## src/rtl/output_reg.sv

```systemverilog
// ---------------------------------------------------------------------------
// output_reg
//
// WIDTH-bit holding register sitting on the CPU/memory output boundary.
// A full word is captured on every rising clk edge where write_data is high.
// The stored word is presented continuously on data until the next write or
// reset. There is no read strobe: a cycle with write_data low simply holds.
//
// Ports
//   data          out  [WIDTH-1:0]  stored word, driven straight from the flops
//   write_data    in   1            write request, active-high, edge sampled
//   data_to_write in   [WIDTH-1:0]  word captured when write_data is high
//   reset         in   1            synchronous active-high clear
//   clk           in   1            system clock, rising edge
//
// Priority at each edge: reset, then write, then hold.
// Writes always replace the whole word; there are no byte enables.
// ---------------------------------------------------------------------------
module output_reg #(
    parameter int          WIDTH       = 256,
    parameter logic [WIDTH-1:0] RESET_VALUE = {WIDTH{1'b0}}
) (
    output logic [WIDTH-1:0] data,
    input  logic             write_data,
    input  logic [WIDTH-1:0] data_to_write,
    input  logic             reset,
    input  logic             clk
);

    logic [WIDTH-1:0] data_q;
    logic [WIDTH-1:0] data_d;

    // Next-state selection, one mux per bit. Every bit shares the same
    // select, so the whole word is either replaced or held as a unit.
    genvar gi;
    generate
        for (gi = 0; gi < WIDTH; gi++) begin : g_bit
            assign data_d[gi] = write_data ? data_to_write[gi] : data_q[gi];
        end
    endgenerate

    // Reset takes precedence over a simultaneous write request.
    always_ff @(posedge clk) begin
        if (reset) begin
            data_q <= RESET_VALUE;
        end else begin
            data_q <= data_d;
        end
    end

    // Output comes directly from the register: no combinational path from
    // any input to data.
    assign data = data_q;

endmodule

```

## config.mk

```make
export PLATFORM = sky130hd
export DESIGN_NAME = output_reg
export DESIGN_NICKNAME = d
export VERILOG_FILES = /design/src/rtl/output_reg.sv
export SDC_FILE = /design/constraint.sdc
export NUM_CORES = 1
export LEC_CHECK = 0
export ABC_AREA = 1
export CORE_AREA = 2 2 198 200
export CTS_BUF_LIST = sky130_fd_sc_hd__clkbuf_2 sky130_fd_sc_hd__clkbuf_4 sky130_fd_sc_hd__clkbuf_8
export CTS_CLUSTER_SIZE = 24
export DETAILED_ROUTE_END_ITERATION = 8
export DIE_AREA = 0 0 200 202
export SYNTH_ARGS = -nofsm -noshare
export SYNTH_HDL_FRONTEND = slang
export SYNTH_SLANG_ARGS = --single-unit
```

## constraint.sdc

```tcl
create_clock -name clk -period 0.9 [get_ports clk]
set_input_delay 0.09 -clock clk [delete_from_list [all_inputs] [get_ports clk]]
set_output_delay 0.09 -clock clk [all_outputs]
set_load 0.03 [all_outputs]
```

=== After elaboration in Yosys (flattened, before gate mapping) ===
Cells that the tools add are included.

* Register bits after elaboration: 256
* Output and inout port bits: 256
* Logic and storage cells: 1

=== Logic depth before layout (Yosys ltp) ===
* Depth after elaboration: 0
* Depth in mapped cells: 6

=== Worst setup path after synthesis ===
No wires, ideal clock.

* Kind: input -> register
* From: in write_data
* To: reg data_q[130], in the netlist data[130]
* Library setup time: 0.114 ns
* Arrival: 0.628 ns
* Required time: 0.786 ns
* Setup slack: 0.158 ns
* Cell stages on the path: 6
* Cell sequence: buf_6 > buf_6 > clkbuf_8 > nand2_1 > nand2_1 > nor2_1

{| class="wikitable"
|+ RTL lines
! what !! RTL line !! text
|-
| start, declared || 24 || <nowiki>input logic write_data,</nowiki>
|-
| end signal, assigned || 47 || <nowiki>data_q <= data_d;</nowiki>
|-
| end, declared || 30 || <nowiki>logic [WIDTH-1:0] data_q;</nowiki>
|}

=== Worst setup path in the final report ===
* From: reg data_q[17], in the netlist data[17]
* To: out data[17]

{| class="wikitable"
|+ RTL lines
! what !! RTL line !! text
|-
| end, declared || 23 || <nowiki>output logic [WIDTH-1:0] data,</nowiki>
|}

No word-level cell between the ends.

==> metrics.cfg <==
[routing]
ant_nets=0
via_per_inst=3.99
num_vias=10906
wl_per_cell_um=12.9
drt_iter0_markers=319
drc=0
drt_pass1_iterations=5
postRouteWirelength_mm=35.1

[sta]
max_slew_margin_pct=84.1
finalSetupViolCount=256
hold_ws_ns=0.113
min_period_over_period_pct=129
min_period_ns=1.17
setup_ws_ns=-0.265
max_freq_mhz=858
drv_slew=0
rsz0062_at_grt=yes
finClkSkew_ns=0
hold_violations=0
tightest_slew_ns=0.239

[finish]
drive_gt1_share_pct=30.5
final_util_pct=47.8
largest_register_ffs=256
final_cell_mix=512 x nor2_1, 512 x nand2_1, 257 x clkdlybuf4s50_1
diodes=0
final_cells=2731
fin_nets=2440
area_growth_pct=70.5

[grt]
grtUsageMet3_pct=6.49
grt_start_max_net_pins=56
grt_pass1_vias=10364
met1_usage_pct=18.0
grt_usage_pct=16.5
grt_antenna_before_repair=0
gr-total-overflow=0
grt.busiest_layer=met2
grtUsageMet2_pct=28.4
grt_first_pass_wirelength_mm=52.8

[setup_path]
critPathLaunchType=flop
cpPeakStageDelay_ns=0.36
crit_buf_inv=1
end_kind=output port
crit_required_ns=0.81
crit_path_max_fanout=2
arrival_ns=1.08
slowest_stage=dfxtp_2
path_class=flop to output port
path_cells=buf_6
crit_family=flip-flops

[die]
io_pins=515
dieArea_um2=40400
fp.dieH_um=202
row_count=72
die_x_um=200
core_um2=38300
start_util_pct=28.0

[cts]
clk_pin_slew_ns=0.07
cts_inserted_buffers=45
htree_levels=2
cts_tree=done
clock_path_buffers=3
clkLatencyLatePin_ns=0.56
cts_sinks=256
root_buffer=clkbuf_8

[power]
power_mw=31.2
pwr_density_cell_nw_per_um2=1710
p_leak_nw=9.57
irDropWorstVdd_v=0.00137

[synthesis]
yosys.cell_types.count=9
seq_area_frac_synth_pct=47.8
syn_nets=1881
synthCells=1622
yosysWarnings=0
ys_seq_elements=256
syn-cell-area_um2=10700
synth_area_per_cell_um2=6.61

[outcome]
status=complete, but fails checks
violations=negative setup slack

[placed_design]
dp_slack_ns=-0.467
dp.cells=2617
dpl.hpwl_mm=25.5
gp_congestion=0.791
io_buffer_count=514

[job]
cap_violations=0

[min_path]
hold_class=input port to flop

==> metal layers <==
metal | up-vias | part of all wire [%]
met5 | - | 0
met4 | 0 | 2.6
met3 | 59 | 10
met2 | 367 | 47
met1 | 4784 | 40
li1 | 5696 | -
==> kinds of logic (layout without fill, tap and decap cells) <==
kind of cell / count (synthesis) / in the layout / share of synthesized area (%)
flops: 256 / 256 / 47.8
simple gates: 1024 / 1024 / 35.8
buf+inv: 342 / 933 / 16.4
==> timing repair <==
item	CTS	global route
gates cloned	0	4
gates resized for setup	511	7
hold endpoints to repair	46	0
buffers inserted	14	16
setup endpoints to repair	256	369
pin swaps	0	1
hold buffers	1	0
==> layout make-up <==
| type | instances | area (µm²) |
|---|---|---|
| fillers | 3793 | 20000 |
| repair buffers | 597 | 6420 |
| flip-flops and latches | 256 | 5450 |
| multi-input cells | 1024 | 3840 |
| inverters | 257 | 970 |
| clock buffers | 76 | 940 |
| well taps | 518 | 648 |
| clock inverters | 3 | 15.0 |
==> synthesized netlist by cell type (all sizes together) <==
master,number,area share (%)
nor2,512,18
nand2,512,18
dfxtp,256,48
inv,257,9.0
clkbuf,5,0.55
buf,80,6.8
==> per-stage QoR <==
stage	TNS [ns]	area (µm²)
finish	-54.96	18300
global route	-73.33	18300
CTS	-74.69	18000
detailed placement	-105.13	15700
global placement	-95.78	15700
floorplan	0	10700
==> worst register-to-register path: cells and delay by family (launching register included) <==
| family | cells | cell delay, ns |
|---|---|---|
| buffers and inverters | 2 | 0.25 |
| AND/OR/NAND/NOR | 2 | 0.13 |
| flip-flops | 1 | 0.32 |
==> worst paths after layout <==
check,from,to,slack (ns),cells after the start
setup / recovery,data[17],data[17],-0.27,1
hold / removal,data_to_write[10],data[10],0.11,5
setup reg to reg,data[188],data[188],0.09,4
hold reg to reg,data[120],data[120],0.47,2
==> report_power, final <==
group	internal, mW	leakage [nW]	switching (mW)	total [mW]
clock network	6.53	0.514	4.72	11.2
logic	3.48	6.86	3.62	7.10
registers	12.3	2.20	0.570	12.9
Note: power is estimated with default switching activity, not from simulation.
==> patch, RTL diff (config.mk and constraints unchanged) <==
The parameter `WIDTH` goes from 256 to 512.
--- a/src/rtl/output_reg.sv
+++ b/src/rtl/output_reg.sv
@@ -17,7 +17,7 @@
 // Writes always replace the whole word; there are no byte enables.
 // ---------------------------------------------------------------------------
 module output_reg #(
-    parameter int          WIDTH       = 256,
+    parameter int          WIDTH       = 512,
     parameter logic [WIDTH-1:0] RESET_VALUE = {WIDTH{1'b0}}
 ) (
     output logic [WIDTH-1:0] data,
Ports: changed (resized data and data_to_write); port bits go from 515 to 1027. The function was not compared with the original's and may differ.
==> patch against the original RTL <==
The flow now stops in I/O pin placement (3_2_place_iop); synthesized cell count rose by 100%; synthesized area increased by 93%.
==> patch: results (changes against the original RTL) <==
Yosys:
- The most used flip-flop cell after synthesis is sky130_fd_sc_hd__dfxtp_1.
- The fraction of the mapped netlist area in compound gates is 0 (unchanged).
- The count of different cell masters after synthesis came to 10 (+1).
- The mux contribution to synthesized area is 0 (unchanged).
- The fraction of the yosys area taken by sequential cells is 0.495 (+0.0168).
- The average size of a mapped cell came to 6.39 um^2 (-3.4%).
- The net count after synthesis came to 3,758 (+100%).
- The area share of fa/ha/maj cells after synthesis came to 0 (unchanged).
- By count the netlist is led by 1,024 x sky130_fd_sc_hd__nand2_1, 1,024 x sky130_fd_sc_hd__nor2_1, 512 x sky130_fd_sc_hd__dfxtp_1, 512 x sky130_fd_sc_hd__inv_1, 116 x sky130_fd_sc_hd__buf_2.
- The post-synthesis xor/xnor area fraction was 0 (unchanged).
- The flop and latch count out of synthesis is 512 (+100%).
- The instance count of the mapped netlist is 3,243 (+100%).
- The async set-reset flop share out of synthesis is 0 (unchanged).
- Ranked by total cell area, the synthesized netlist is headed by sky130_fd_sc_hd__dfxtp_1 49%, sky130_fd_sc_hd__nand2_1 19%, sky130_fd_sc_hd__nor2_1 19%, sky130_fd_sc_hd__inv_1 9.3%, sky130_fd_sc_hd__buf_2 2.8%.
- The number of synthesis warnings is 0 (unchanged).

Run status:
- It got as far as I/O pin placement (3_2_place_iop) and failed there.
- The flow did not finish.
- The tool reported: "[ERROR PPL-0024] Number of IO pins (1027) exceeds maximum number of available positions (722). Increase the die perimeter from 804.00um to 1396.72um".
## patch: cell count changes after synthesis, sizes merged
| cell | delta |
|---|---|
| buf | +57 |
| clkbuf | +28 |
| dfxtp | +256 |
| inv | +256 |
| nand2 | +512 |
| nor2 | +512 |
## patch: logic make-up after synthesis
| kind of cell | count (synthesis) |
|---|---|
| AND/OR/NAND/NOR | 2048 |
| buffers and inverters | 683 |
| flip-flops | 512 |
